--- src/rtl/dct_da_sequencer.sv ---
// dct_da_sequencer: sequences the bit-serial DA DCT engine over ping-pong sample banks.
// Ports: s_* sample stream in (valid/ready); eng_* engine control/data; m_* coefficient stream out
//        (valid/ready, m_last on the final index); busy = FSM not idle; blk_cnt = completed blocks;
//        err = sticky watchdog flag. Optional watchdog compiled in with `define DCT_SEQ_WDOG_EN.
// Reset is synchronous active-high on rst; everything is clocked by clk.
module dct_da_sequencer #(
    parameter int DW          = 15,
    parameter int OW          = 18,
    parameter int NSAMP       = 16,
    parameter int NCOEF       = 4,
    parameter int WDOG_CYCLES = 1024
) (
    input  logic          clk,
    input  logic          rst,
    input  logic          s_valid,
    output logic          s_ready,
    input  logic [DW-1:0] s_data,
    output logic          eng_rst,
    output logic [DW-1:0] eng_data,
    input  logic          eng_done,
    input  logic [OW-1:0] eng_out,
    input  logic [2:0]    eng_k,
    output logic          m_valid,
    input  logic          m_ready,
    output logic [OW-1:0] m_data,
    output logic [2:0]    m_idx,
    output logic          m_last,
    output logic          busy,
    output logic [15:0]   blk_cnt,
    output logic          err
);
    localparam int SW = $clog2(NSAMP);
    localparam int IW = (NCOEF > 1) ? $clog2(NCOEF) : 1;
    localparam int CW = $clog2(NCOEF + 1);

    typedef enum logic [2:0] {IDLE, ERST, LOAD, RUN, WAITOUT} state_t;
    state_t state, state_nxt;

    logic [DW-1:0] bank [2][NSAMP];
    logic [1:0]    bank_full;
    logic          wr_bank, rd_bank;
    logic [SW-1:0] wr_ptr, ld_cnt;

    logic [OW-1:0] res_data [NCOEF];
    logic [2:0]    res_idx  [NCOEF];
    logic [CW-1:0] wr_cnt, rd_cnt;   // wr_cnt doubles as the done counter in RUN

    logic wr_fire, pop, load_last, cap, cap_last, drained, wdog_to;
    logic unused_eng_k;

    assign s_ready   = !bank_full[wr_bank];
    assign wr_fire   = s_valid && s_ready;
    assign load_last = (state == LOAD) && (ld_cnt == SW'(NSAMP - 1));
    // The engine index eng_k is not trusted for addressing; our own count is.
    assign cap       = (state == RUN) && eng_done;
    assign cap_last  = cap && (wr_cnt == CW'(NCOEF - 1));
    assign drained   = (rd_cnt == wr_cnt);
    assign m_valid   = (rd_cnt < wr_cnt);
    assign pop       = m_valid && m_ready;
    assign m_data    = m_valid ? res_data[rd_cnt[IW-1:0]] : '0;
    assign m_idx     = m_valid ? res_idx[rd_cnt[IW-1:0]] : 3'd0;
    assign m_last    = m_valid && (res_idx[rd_cnt[IW-1:0]] == 3'(NCOEF - 1));
    assign busy      = (state != IDLE);

    always_ff @(posedge clk) begin
        if (rst) state <= IDLE;
        else     state <= state_nxt;
    end

    always_comb begin
        state_nxt = state;
        eng_rst   = 1'b1;
        case (state)
            IDLE:    if (bank_full[rd_bank] && drained) state_nxt = ERST;
            ERST:    state_nxt = LOAD;
            LOAD: begin
                eng_rst = 1'b0;
                if (load_last) state_nxt = RUN;
            end
            RUN: begin
                eng_rst = 1'b0;
                if (cap_last || wdog_to) state_nxt = WAITOUT;
            end
            // Engine sits in its terminal state here; hold it in reset until results drain.
            WAITOUT: if (drained) state_nxt = IDLE;
            default: state_nxt = IDLE;
        endcase
    end

    // Storage arrays carry no reset: contents are only observed after being written.
    always_ff @(posedge clk) begin
        if (wr_fire) bank[wr_bank][wr_ptr] <= s_data;
        if (cap) begin
            res_data[wr_cnt[IW-1:0]] <= eng_out;
            res_idx[wr_cnt[IW-1:0]]  <= 3'(wr_cnt);
        end
    end

    always_ff @(posedge clk) begin
        if (rst) begin
            bank_full <= '0;
            wr_bank   <= 1'b0;
            rd_bank   <= 1'b0;
            wr_ptr    <= '0;
            ld_cnt    <= '0;
            wr_cnt    <= '0;
            rd_cnt    <= '0;
            eng_data  <= '0;
            blk_cnt   <= '0;
        end else begin
            if (wr_fire) begin
                if (wr_ptr == SW'(NSAMP - 1)) begin
                    wr_ptr             <= '0;
                    bank_full[wr_bank] <= 1'b1;
                    wr_bank            <= ~wr_bank;
                end else begin
                    wr_ptr <= wr_ptr + 1'b1;
                end
            end

            // eng_data is registered one step ahead so sample n lines up with LOAD cycle n.
            case (state)
                ERST:    eng_data <= bank[rd_bank][ld_cnt];
                LOAD:    eng_data <= load_last ? '0 : bank[rd_bank][ld_cnt + 1'b1];
                default: eng_data <= '0;
            endcase

            if (state == LOAD) begin
                if (load_last) begin
                    ld_cnt             <= '0;
                    bank_full[rd_bank] <= 1'b0;   // never the bank being written
                    rd_bank            <= ~rd_bank;
                end else begin
                    ld_cnt <= ld_cnt + 1'b1;
                end
            end

            if (cap)      wr_cnt  <= wr_cnt + 1'b1;
            if (cap_last) blk_cnt <= blk_cnt + 16'd1;
            if (pop)      rd_cnt  <= rd_cnt + 1'b1;

            if ((state == WAITOUT) && drained) begin
                wr_cnt <= '0;
                rd_cnt <= '0;
            end
            // Watchdog abort discards any unread partial results.
            if (wdog_to) begin
                wr_cnt <= '0;
                rd_cnt <= '0;
            end
        end
    end

`ifdef DCT_SEQ_WDOG_EN
    logic [31:0] wdog;

    assign wdog_to = (state == RUN) && !eng_done && (wdog == 32'(WDOG_CYCLES - 1));

    always_ff @(posedge clk) begin
        if (rst) begin
            wdog <= '0;
            err  <= 1'b0;
        end else begin
            if ((state != RUN) || eng_done) wdog <= '0;
            else                            wdog <= wdog + 32'd1;
            if (wdog_to) err <= 1'b1;
        end
    end

    assign unused_eng_k = ^eng_k;
`else
    assign wdog_to      = 1'b0;
    assign err          = 1'b0;
    assign unused_eng_k = (^eng_k) ^ (WDOG_CYCLES == 0);
`endif

endmodule

--- config.mk ---
export PLATFORM = sky130hd
export DESIGN_NAME = dct_da_sequencer
export DESIGN_NICKNAME = d
export VERILOG_FILES = /design/src/rtl/dct_da_sequencer.sv
export SDC_FILE = /design/constraint.sdc
export NUM_CORES = 1
export LEC_CHECK = 0
export ABC_AREA = 1
export CORE_MARGIN = 4
export CORE_UTILIZATION = 47
export CTS_BUF_LIST = sky130_fd_sc_hd__clkbuf_4 sky130_fd_sc_hd__clkbuf_8
export DETAILED_ROUTE_END_ITERATION = 12
export DONT_BUFFER_PORTS = 1
export HOLD_SLACK_MARGIN = 0.1
export SYNTH_ARGS = -nofsm -noshare
export SYNTH_HDL_FRONTEND = slang
export SYNTH_SLANG_ARGS = --single-unit
export TNS_END_PERCENT = 20
--- constraint.sdc ---
create_clock -name clk -period 3.35 [get_ports clk]
set_clock_uncertainty 0.1 [all_clocks]
set_input_delay 0.335 -clock clk [delete_from_list [all_inputs] [get_ports clk]]
set_output_delay 0.335 -clock clk [all_outputs]
set_load 0.005 [all_outputs]
# Word level (Yosys, flattened, before mapping)
# Memory sizes are Yosys's and may differ from the RTL's. A register that Yosys moved wholly into a read port is not among the register bits.
# Cells that the tools add are included.
[word_totals]
wordCells = 110
rom_bits = 0
memories = 3
ram_bits = 564
latch_bits = 0
reg_bits = 52
output_inout_bits = 58
input_bits = 41
[memory_table]
columns = ["name", "words", "word_bits", "rd", "rd_clocked_by_memory_dff", "wr", "line_no", "source"]
rows = [
  ["bank", 2, 240, 1, 1, 1, "39", "logic [DW-1:0] bank [2][NSAMP];"],
  ["res_data", 4, 18, 1, 1, 1, "44", "logic [OW-1:0] res_data [NCOEF];"],
  ["res_idx", 4, 3, 1, 1, 1, "45", "logic [2:0] res_idx [NCOEF];"],
]
[classes]
n_div = 0
magnitude_cmp = 9
mul = 0
reduce_logical = 19
n_bitwise = 8
n_eq_ne = 13
n_mux = 43
addsub = 5
shifts = 0
[ops]
columns = ["operator", "count"]
rows = [
  ["$mux 240", 1],
  ["$bmux 15 s4", 2],
  ["$mux 15", 6],
  ["$demux 15 s4", 1],
  ["$pmux 15 s2", 1],
  ["$mux 18", 1],
  ["$mux 2", 9],
  ["$add 16x1->16 const B", 1],
  ["$ge 5x5->1 const B", 3],
  ["$mux 3", 5],
  ["$not 4->5", 3],
  ["$pmux 3 s5", 1],
  ["$eq 3x2->1 const B", 4],
  ["$mux 1", 12],
  ["$logic_and 1x1->1", 11],
  ["$add 4x1->4 const B", 2],
  ["$eq 4x4->1 const B", 2],
  ["$mux 4", 2],
  ["$ne 2x2->1 const B", 4],
  ["$add 3x1->3 const B", 2],
  ["$lt 5x1->1 const B", 1],
  ["$lt 1x2->1 const B", 2],
  ["$reduce_and 2->1", 2],
  ["$reduce_and 4->1", 1],
  ["14 further kinds", 18],
]

# Depth between registers and ports, before layout
# Gate-level depths: netlist of the first run.
[logic_depth]
ltp_word = 11
mapped_depth = 12
ltp_nobuf = 11

# Worst setup path after synthesis of the first run
# OpenSTA, ideal clock, no wires.
[synth_timing]
path_kind = "register to register"
startpoint = "register wr_bank"
endpoint = "memory bank[0][195] in the netlist's numbering (enable)"
required_ns = 2.844
path_buffers = 1
setup_slack_ns = 0.758
arrival_ns = 2.086
setup_ns = 0.406
path_stages_with_launch = 9
cell_sequence = "dfxtp_1 -> buf_6 -> inv_4 -> nand2_1 -> o21ai_2 -> nand2_2 -> inv_1 -> nand2_1 -> nor3_1"
[synth_between]
elab_chain_len = 6
[synth_rtl]
columns = ["element", "line_no", "source"]
rows = [
  ["start, declared", "41", "logic wr_bank, rd_bank;"],
  ["start signal, assigned", "115", "wr_bank <= ~wr_bank;"],
  ["$mux 1 (implied by the code) (2 in series)", "51", "assign s_ready = !bank_full[wr_bank];"],
  ["$logic_not 1->1", "51", ""],
  ["via s_ready", "16", "output logic s_ready,"],
  ["$logic_and 1x1->1", "52", "assign wr_fire = s_valid && s_ready;"],
  ["$mux 1", "92", "if (wr_fire) bank[wr_bank][wr_ptr] <= s_data;"],
  ["$mux 240 (implied by the code)", "92", ""],
  ["end, declared", "39", ""],
]
# The timed path passes the listed nets, and every way through them passes these cells. The select of a mux whose other input is x is not followed.

# Worst setup path after layout of the first run
[layout_timing]
startpoint = "register wr_cnt[1]"
endpoint = "output m_last"
[layout_between]
elab_chain_len = 2
[layout_rtl]
columns = ["element", "line_no", "source"]
rows = [
  ["start, declared", "46", "logic [CW-1:0] wr_cnt, rd_cnt;"],
  ["start signal, assigned", "138", "if (cap) wr_cnt <= wr_cnt + 1'b1;"],
  ["$lt 3x3->1", "58", "assign m_valid = (rd_cnt < wr_cnt);"],
  ["$logic_and 1x1->1", "62", "assign m_last = m_valid && (res_idx[rd_cnt[IW-1:0]] == 3'(NCOEF - 1));"],
  ["end, declared", "27", "output logic m_last,"],
]
# Every way passes these cells.

==> results of run 1 <==
## critical path: stages (launching register included)
cell	delay [ns]
dfxtp_1	0.43
inv_1	0.12
ha_1	0.32
nand2_1	0.06
nor2_1	0.04
nor2_1	0.07
nand2_1	0.05
buf_4	0.22
nor4_1	0.42
## path summary, 6_finish.rpt
check	start	to	slack, ns	cells past startpoint
setup / recovery	wr_cnt[1]	m_last	0.47	8
hold / removal	eng_out[16]	res_data[3][16]	0.25	1
setup reg to reg	ld_cnt[2]	ld_cnt[1]	0.69	7
hold reg to reg	bank_full[0]	bank_full[0]	0.40	2
## routing by layer
layer / routed length (µm) / vias to the layer above / global-route usage, %
li1: - / 9716 / -
met1: 31580 / 10080 / 32.30
met2: 36940 / 1017 / 38.86
met3: 6443 / 200 / 4.839
met4: 3119 / 0 / 10.29
met5: 0 / - / 0
## final cells by class
class	count	area [µm²]
inverter	66	260.3
clock buffer	152	1823
antenna	2	5.005
multi-input combinational	1811	8620
tap	765	957.2
clock inverter	41	279.0
sequential	619	18050
fill	5054	26620
timing repair buffer	130	1309
## power groups by stage
stage	Clock (mW)	Sequential [mW]	Combinational (mW)
3_5_place_dp	0	8.79	3.22
3_3_place_gp	0	8.78	3.16
5_1_grt	7.25	8.63	3.72
2_1_floorplan	0	8.73	2.13
4_1_cts	6.88	8.63	3.39
6_report	6.74	8.63	3.46
## stage by stage
stage / utilization (%) / hold WS (ns) / worst slack (ns) / instances
after floorplan: - / 0.3339 / 0.7575 / 2670
after global placement: 49.54 / 0.3131 / 0.9574 / 3347
after detailed placement: 49.54 / 0.3148 / 0.9552 / 3347
after CTS: 54.04 / 0.1854 / 0.3764 / 3584
after global routing: 54.04 / 0.2044 / 0.1722 / 3584
final: 54.04 / 0.2519 / 0.4704 / 3586
## state kept, by name, summed over array words and instances (netlist names), named ones only
register   count
ld_cnt         4
blk_cnt       16
res_data      72
res_idx       12
eng_data      15
rd_cnt         3
state          3
rd_bank        1
wr_cnt         3
wr_ptr         4
bank_full      2
wr_bank        1
bank         480
## cells by family after synthesis
group           count (synthesis)  synth area share, %
buf+inv                       240                3.897
xor+xnor                        9               0.3811
fa+ha+maj                      15               0.6805
other cells                     1              0.01360
compound gates                123                2.341
simple gates                 1663                27.28
flops                         619                65.41
## cells in the final DEF, fill, tap and decap left out, types with 14 or more instances in the layout
cell	count
a21oi_1	59
clkbuf_4	43
nor2_1	107
o21ai_0	54
clkbuf_8	109
clkinv_1	20
ha_1	14
inv_1	57
nor3_2	26
dfxtp_1	51
buf_12	19
dlygate4sd3_1	38
edfxtp_1	564
nand2_1	580
buf_4	73
nand3_1	921
## timing repair
action / in CTS / in global routing
gates resized for setup: 0 / 0
hold endpoints to repair: 607 / 0
hold buffers: 44 / 0
setup endpoints to repair: 0 / 0
==> flow_summary.json, run 1 <==
{
  "status": "finished, final reports clean",
  "synthTopCellsByCount": "nand3_1 (921), nand2_1 (580), edfxtp_1 (564), nor2_1 (113), buf_2 (88)",
  "p_sw_mw": 5.530,
  "finalMaxSlewViolations": 0,
  "yosysMostFrequentCell": "nand3_1",
  "area_growth_pct": 13.50,
  "grt_pass1_wl_um": 117200,
  "min_period_ns": 2.880,
  "clk_pin_slew_ns": 0.06,
  "cts-root-buf": "clkbuf_8",
  "grt_overflow": 0,
  "synth-edff-count": 564,
  "drt-total-wl_um": 78090,
  "seq_power_share_pct": 45.8,
  "wl_per_cell_um": 21.78,
  "viasPerCell": 5.859,
  "synth_seq_cells": 619,
  "syn_nets": 2726,
  "h-tree-depth": 3,
  "drt_iter0_drc": 2220,
  "p_clk_share_pct": 35.8,
  "antenna_found_initial": 2,
  "die_area_um2": 62620,
  "rsz0062_at_grt": "no",
  "synth_area_um2": 27580,
  "cts.sinks": 619,
  "cts_setup_buffers": 0,
  "cts_tree": "built",
  "pwr-share-comb_pct": 18.4,
  "vdd_drop_max_v": 0.0004042,
  "track_usage_pct": 24.18,
  "die_x_um": 250.2,
  "crit_type": "reg2out",
  "hold_violations": 0,
  "ys_top_cells_by_area": "edfxtp_1 (61%), nand3_1 (17%), nand2_1 (7.9%), dfxtp_1 (4.0%), buf_2 (1.6%)",
  "fin_crit_sh_pct": 85.96,
  "clock_latency_ns": 0.71,
  "cp-end-kind": "output pin",
  "drive_above_1_share_pct": 11.56,
  "p_int_mw": 13.30,
  "core_um2": 57920,
  "dr.pass1.iters": 6,
  "hp-class": "in2reg",
  "ios": 99,
  "netlist.area_leader.share_pct": 61.41,
  "place_congestion": 0.8571,
  "async_flop_share_pct": 0,
  "cts.path.max_buffers": 3,
  "tns_ns": 0,
  "slew_headroom_pct": 18.71,
  "die_h_um": 250.2,
  "portBuffers": 0,
  "power_density_nw_per_um2": 601.5,
  "ant_nets": 0,
  "crit_fanout": 23,
  "vias": 21010,
  "grt_max_degree": 173,
  "yosysTopAreaCell": "edfxtp_1",
  "synth_cell_types": 42,
  "yosysWarnings": 0,
  "synth_top_flop_cell": "edfxtp_1",
  "fin_total_pwr_mw": 18.83,
  "drv_cap": 0,
  "initial_core_util_pct": 47.62,
  "cp_data_required_time_ns": 2.91,
  "fmax_mhz": 347.3,
  "grt_pass1_vias": 20210,
  "synth_seq_area_share_pct": 65.41,
  "p_leak_nw": 11.27,
  "post-route-drc-count": 0,
  "hpwl_um": 44990,
  "setup_viol": 0,
  "design_area_um2": 31300,
  "fp-row-count": 88,
  "cts_buffers": 104,
  "syn_inst": 2670,
  "critPathLaunchType": "register",
  "worst_slew_pin_slew_ns": 1.215,
  "arrival_ns": 2.44,
  "fin_nets": 2788,
  "placed_area_um2": 28690,
  "avgSynthCellArea_um2": 10.33,
  "p_sw_share_pct": 29.37
}
(Power assumes the default switching activity.)
==> run 2, diff against run 1 <==
- clock period: 3.35 -> 2.75 ns (I/O delays scaled with it)
==> run 2 against run 1 <==
  * First-iteration DRC count increased by 2.7%
  * Register-to-register slack lost 0.35 ns
  * Setup slack got worse by 0.30 ns
  * Critical endpoint is now m_data[6]
  * Sequential share of layout area decreased by 0.19 points
  * Core utilization increased by 0.19 points
  * Flip-flop and latch count unchanged
  * Final area is 0.34% higher
==> flow_summary.json, run 2 (synthesized netlist as in run 1, its figures left out) <==
{
  "status": "finished, final reports clean",
  "finalMaxSlewViolations": 0,
  "die_area_um2": 62620,
  "final_cell_mix": "nand3_1 (921), nand2_1 (579), edfxtp_1 (564)",
  "h-tree-depth": 3,
  "drt-total-wl_um": 77230,
  "design_area_um2": 31410,
  "placed_area_um2": 28830,
  "cts-root-buf": "clkbuf_8",
  "final.setup.worst_slack_ns": 0.1674,
  "drive_above_1_share_pct": 12.20,
  "cts_buffers": 101,
  "vdd_drop_max_v": 0.0005827,
  "fin_util_pct": 54.23,
  "die_x_um": 250.2,
  "setup_viol": 0,
  "cts_setup_buffers": 0,
  "crit_type": "reg2out",
  "fmax_mhz": 387.2,
  "place_congestion": 0.8717,
  "fin_total_pwr_mw": 22.62,
  "track_usage_pct": 24.06,
  "wl_per_cell_um": 21.52,
  "fin_cells": 3588,
  "tns_ns": 0,
  "vias": 21090,
  "dr.pass1.iters": 7,
  "arrival_ns": 2.21,
  "cts.sinks": 619,
  "p_leak_nw": 11.29,
  "fin_nets": 2798,
  "ant_nets": 0,
  "ios": 99,
  "core_um2": 57920,
  "clk_pin_slew_ns": 0.06,
  "regMostFlops": "bank",
  "rsz0062_at_grt": "yes",
  "final_common_cell": "nand3_1",
  "pre_cts_ws_ns": 0.4083,
  "cts_tree": "built",
  "fp-row-count": 88,
  "antenna_found_initial": 3,
  "grt_pass1_wl_um": 117000,
  "slew_headroom_pct": 18.49,
  "cp-end-kind": "output pin",
  "cp_data_required_time_ns": 2.38,
  "drv_cap": 0,
  "drt_iter0_drc": 2279,
  "min_period_ns": 2.583,
  "critPathLaunchType": "register",
  "grt_pass1_vias": 20370,
  "hpwl_um": 46080,
  "portBuffers": 0,
  "fin_crit_sh_pct": 93.91,
  "hold_slack_ns": 0.1682,
  "viasPerCell": 5.877,
  "worst_slew_pin_slew_ns": 1.219,
  "crit_fanout": 21,
  "placed_cells": 3359,
  "die_h_um": 250.2,
  "cts.path.max_buffers": 3,
  "clock_latency_ns": 0.71,
  "area_growth_pct": 13.89,
  "hold_violations": 0,
  "grt_overflow": 0,
  "grt_max_degree": 133,
  "power_density_nw_per_um2": 720.3,
  "post-route-drc-count": 0,
  "initial_core_util_pct": 47.62,
  "hp-class": "in2reg",
  "largest_reg_flops": 480
}
run 2: changes by cell type in the layout (fill, tap and decap cells not counted), sizes merged:
cell         before  now
bufinv            3    1
dlygate4sd3      38   39
clkinv           33   26
clkbuf          152  151
buf              92  104
diode             2    3
inv              69   67
run 2: layout make-up:
cell class	instances	area, µm²
Fill cell	5017	26510
Sequential cell	619	18050
Multi-Input combinational cell	1811	8671
Clock buffer	151	1822
Timing Repair Buffer	143	1471
Tap cell	765	957.2
Inverter	66	260.3
Clock inverter	30	168.9
Antenna cell	3	7.507
run 2: repair_timing:
action	CTS	global route
hold endpoints to repair	607	0
pin swaps	0	1
hold buffers	45	0
gates resized for setup	11	8
setup endpoints to repair	21	22
run 2: final timing paths:
path	startpoint	endpoint	slack, ns	cells after the start
max reg2reg	register	eng_data[11]	0.34	10
min	eng_out[8]	res_data[1][8]	0.17	1
max	wr_cnt[1]	m_data[6]	0.17	8
min reg2reg	wr_cnt[2]	res_idx[1][2]	0.39	0
run 2: worst max-delay path, cell delays in order (launching register included):
cell	delay (ns)
dfxtp_2	0.39
inv_1	0.11
ha_1	0.32
nand2_1	0.06
nor2_1	0.04
nor2_1	0.11
nand2_2	0.11
buf_12	0.18
a21oi_1	0.17
run 2: power breakdown:
group	internal (mW)	switching, mW
logic	1.26	2.95
registers	10.4	0.141
clock network	4.31	3.57
run 2: metal layers:
layer / up-vias / track usage (%) / share of wire [%]
li1: 9742 / - / -
met1: 10170 / 31.98 / 41
met2: 948 / 39.35 / 47
met3: 222 / 4.631 / 7.7
met4: 2 / 9.526 / 4.0
met5: - / 0 / 0.018
==> run 3, diff against run 2 <==
- SKIP_CTS_REPAIR_TIMING: unset -> 1
- TNS_END_PERCENT: 20 -> unset
==> run 3 against run 2 <==
  * Combinational power barely moved
  * Critical path depth stayed put
  * Wire length about the same
  * Cell count rose by 0.28%
  * First-iteration DRC count unchanged
  * Sequential share of layout area decreased by 0.34 points
  * Via count hardly changed
  * Critical path type unchanged
  * Global-route usage is 0.19 points lower
==> flow_summary.json, run 3 (synthesized netlist as in run 1, its figures left out) <==
{
  "grt_overflow": 0,
  "whs_endpoint": "res_data[2][5]",
  "regMostFlops": "bank",
  "ff2ff_setup_slack_ns": 0.31,
  "setup_viol": 0,
  "wl_per_cell_um": 21.48,
  "slew_headroom_pct": 32.83,
  "p_clk_share_pct": 34.8,
  "drt-total-wl_um": 77280,
  "vias": 21080,
  "fin_nets": 2806,
  "hold_violations": 0,
  "post-route-drc-count": 0,
  "pwr-share-comb_pct": 18.7,
  "area_growth_pct": 14.57,
  "fin_cells": 3598,
  "status": "finished, final reports clean",
  "place_congestion": 0.8717,
  "crit_fanout": 21,
  "cts.path.max_buffers": 3,
  "final.setup.worst_slack_ns": 0.1768,
  "antenna_found_initial": 7,
  "critPathLaunchType": "register",
  "fin_crit_sh_pct": 93.57,
  "core_um2": 57920,
  "dr.pass1.iters": 8,
  "h-tree-depth": 3,
  "final_cell_mix": "nand3_1 (921), nand2_1 (579), edfxtp_1 (564)",
  "p_sw_share_pct": 29.42,
  "track_usage_pct": 23.87,
  "hpwl_um": 46080,
  "cp_data_required_time_ns": 2.38,
  "drt_iter0_drc": 2279,
  "die_h_um": 250.2,
  "cp-end-kind": "output pin",
  "crit_path_start": "wr_cnt[1]",
  "arrival_ns": 2.20,
  "grt_max_degree": 133,
  "final_common_cell": "nand3_1",
  "crit_type": "reg2out",
  "die_x_um": 250.2,
  "p_leak_nw": 11.37,
  "initial_core_util_pct": 47.62,
  "drv_cap": 0,
  "grt_pass1_vias": 20140,
  "cts_tree": "built",
  "portBuffers": 0,
  "cts-root-buf": "clkbuf_8",
  "hp-class": "in2reg",
  "clk_pin_slew_ns": 0.06,
  "final.fill_count": 5007,
  "power_density_nw_per_um2": 716.6,
  "fmax_mhz": 388.6,
  "tns_ns": 0,
  "grt_pass1_wl_um": 115900,
  "fin_util_pct": 54.56,
  "p_sw_mw": 6.662,
  "ant_nets": 0,
  "rr_worst_depth": 10,
  "drive_above_1_share_pct": 12.62,
  "die_area_um2": 62620,
  "p_int_mw": 15.98,
  "hold_depth": 1,
  "fp-row-count": 88,
  "min_from": "eng_out[5]",
  "placed_cells": 3359,
  "pre_cts_ws_ns": 0.4083,
  "min_period_ns": 2.573,
  "seq_power_share_pct": 46.5,
  "cts_buffers": 101,
  "r2r_end": "eng_data[11]",
  "cts.sinks": 619,
  "clock_latency_ns": 0.71,
  "largest_reg_flops": 480,
  "vdd_drop_max_v": 0.0005783,
  "finalMaxSlewViolations": 0,
  "worst_slew_pin_slew_ns": 1.004,
  "ios": 99,
  "viasPerCell": 5.858
}
run 3: cell count changes in the layout (fill, tap and decap cells not counted), sizes merged:
| cell | delta |
|---|---|
| buf | +9 |
| diode | +2 |
| dlygate4sd3 | -1 |
run 3: worst max-delay path by stage:
stage              endpoint  depth (start not counted)
3_3_place_gp   eng_data[11]                         10
5_1_grt           m_data[3]                          8
2_1_floorplan  bank[0][195]                          8
6_report         m_data[10]                          8
3_5_place_dp   bank[1][203]                          8
4_1_cts          m_data[16]                          8
run 3: final cells by class:
class	count	area [µm²]	share of cell area (%)
clock buffers	151	1822	5.766
clock inverters	30	168.9	0.5346
multi-input cells	1811	8685	27.49
inverters	66	260.3	0.8237
repair buffers	151	1642	5.195
flip-flops and latches	619	18050	57.13
well taps	765	957.2	3.029
diodes	5	12.51	0.03960
run 3: worst max-delay path, cell delays in order, from the launching register on:
cell and delay [ns]:
dfxtp_2 0.39, inv_1 0.10, ha_1 0.32, nand2_1 0.06, nor2_1 0.04, nor2_1 0.11, nand2_2 0.11, buf_12 0.18
a21oi_1 0.17
run 3: routing by layer:
layer | global-route usage (%) | routed length, µm | share of wire [%] | vias to the layer above
met5 | 0 | 34 | 0.044 | -
met4 | 9.383 | 2914 | 3.8 | 6
met3 | 5.565 | 6228 | 8.1 | 217
met2 | 38.88 | 36700 | 47 | 951
met1 | 31.25 | 31400 | 41 | 10140
li1 | - | - | - | 9758
run 3: power groups by stage:
stage | Sequential [mW] | Clock [mW] | Combinational (mW)
6_report | 10.5 | 7.88 | 4.23
2_1_floorplan | 10.6 | 0 | 2.60
4_1_cts | 10.5 | 8.04 | 3.93
5_1_grt | 10.5 | 8.49 | 4.56
3_5_place_dp | 10.7 | 0 | 3.92
3_3_place_gp | 10.7 | 0 | 3.85
run 3: metrics by stage:
stage          hold WS, ns  instance area [µm²]  total power, mW
4_1_cts            -0.5186                30820            22.50
6_report            0.1733                31600            22.64
5_1_grt             0.1296                31600            23.59
2_1_floorplan       0.2739                27580            13.23
3_5_place_dp        0.2547                28830            14.64
3_3_place_gp        0.2517                28830            14.57
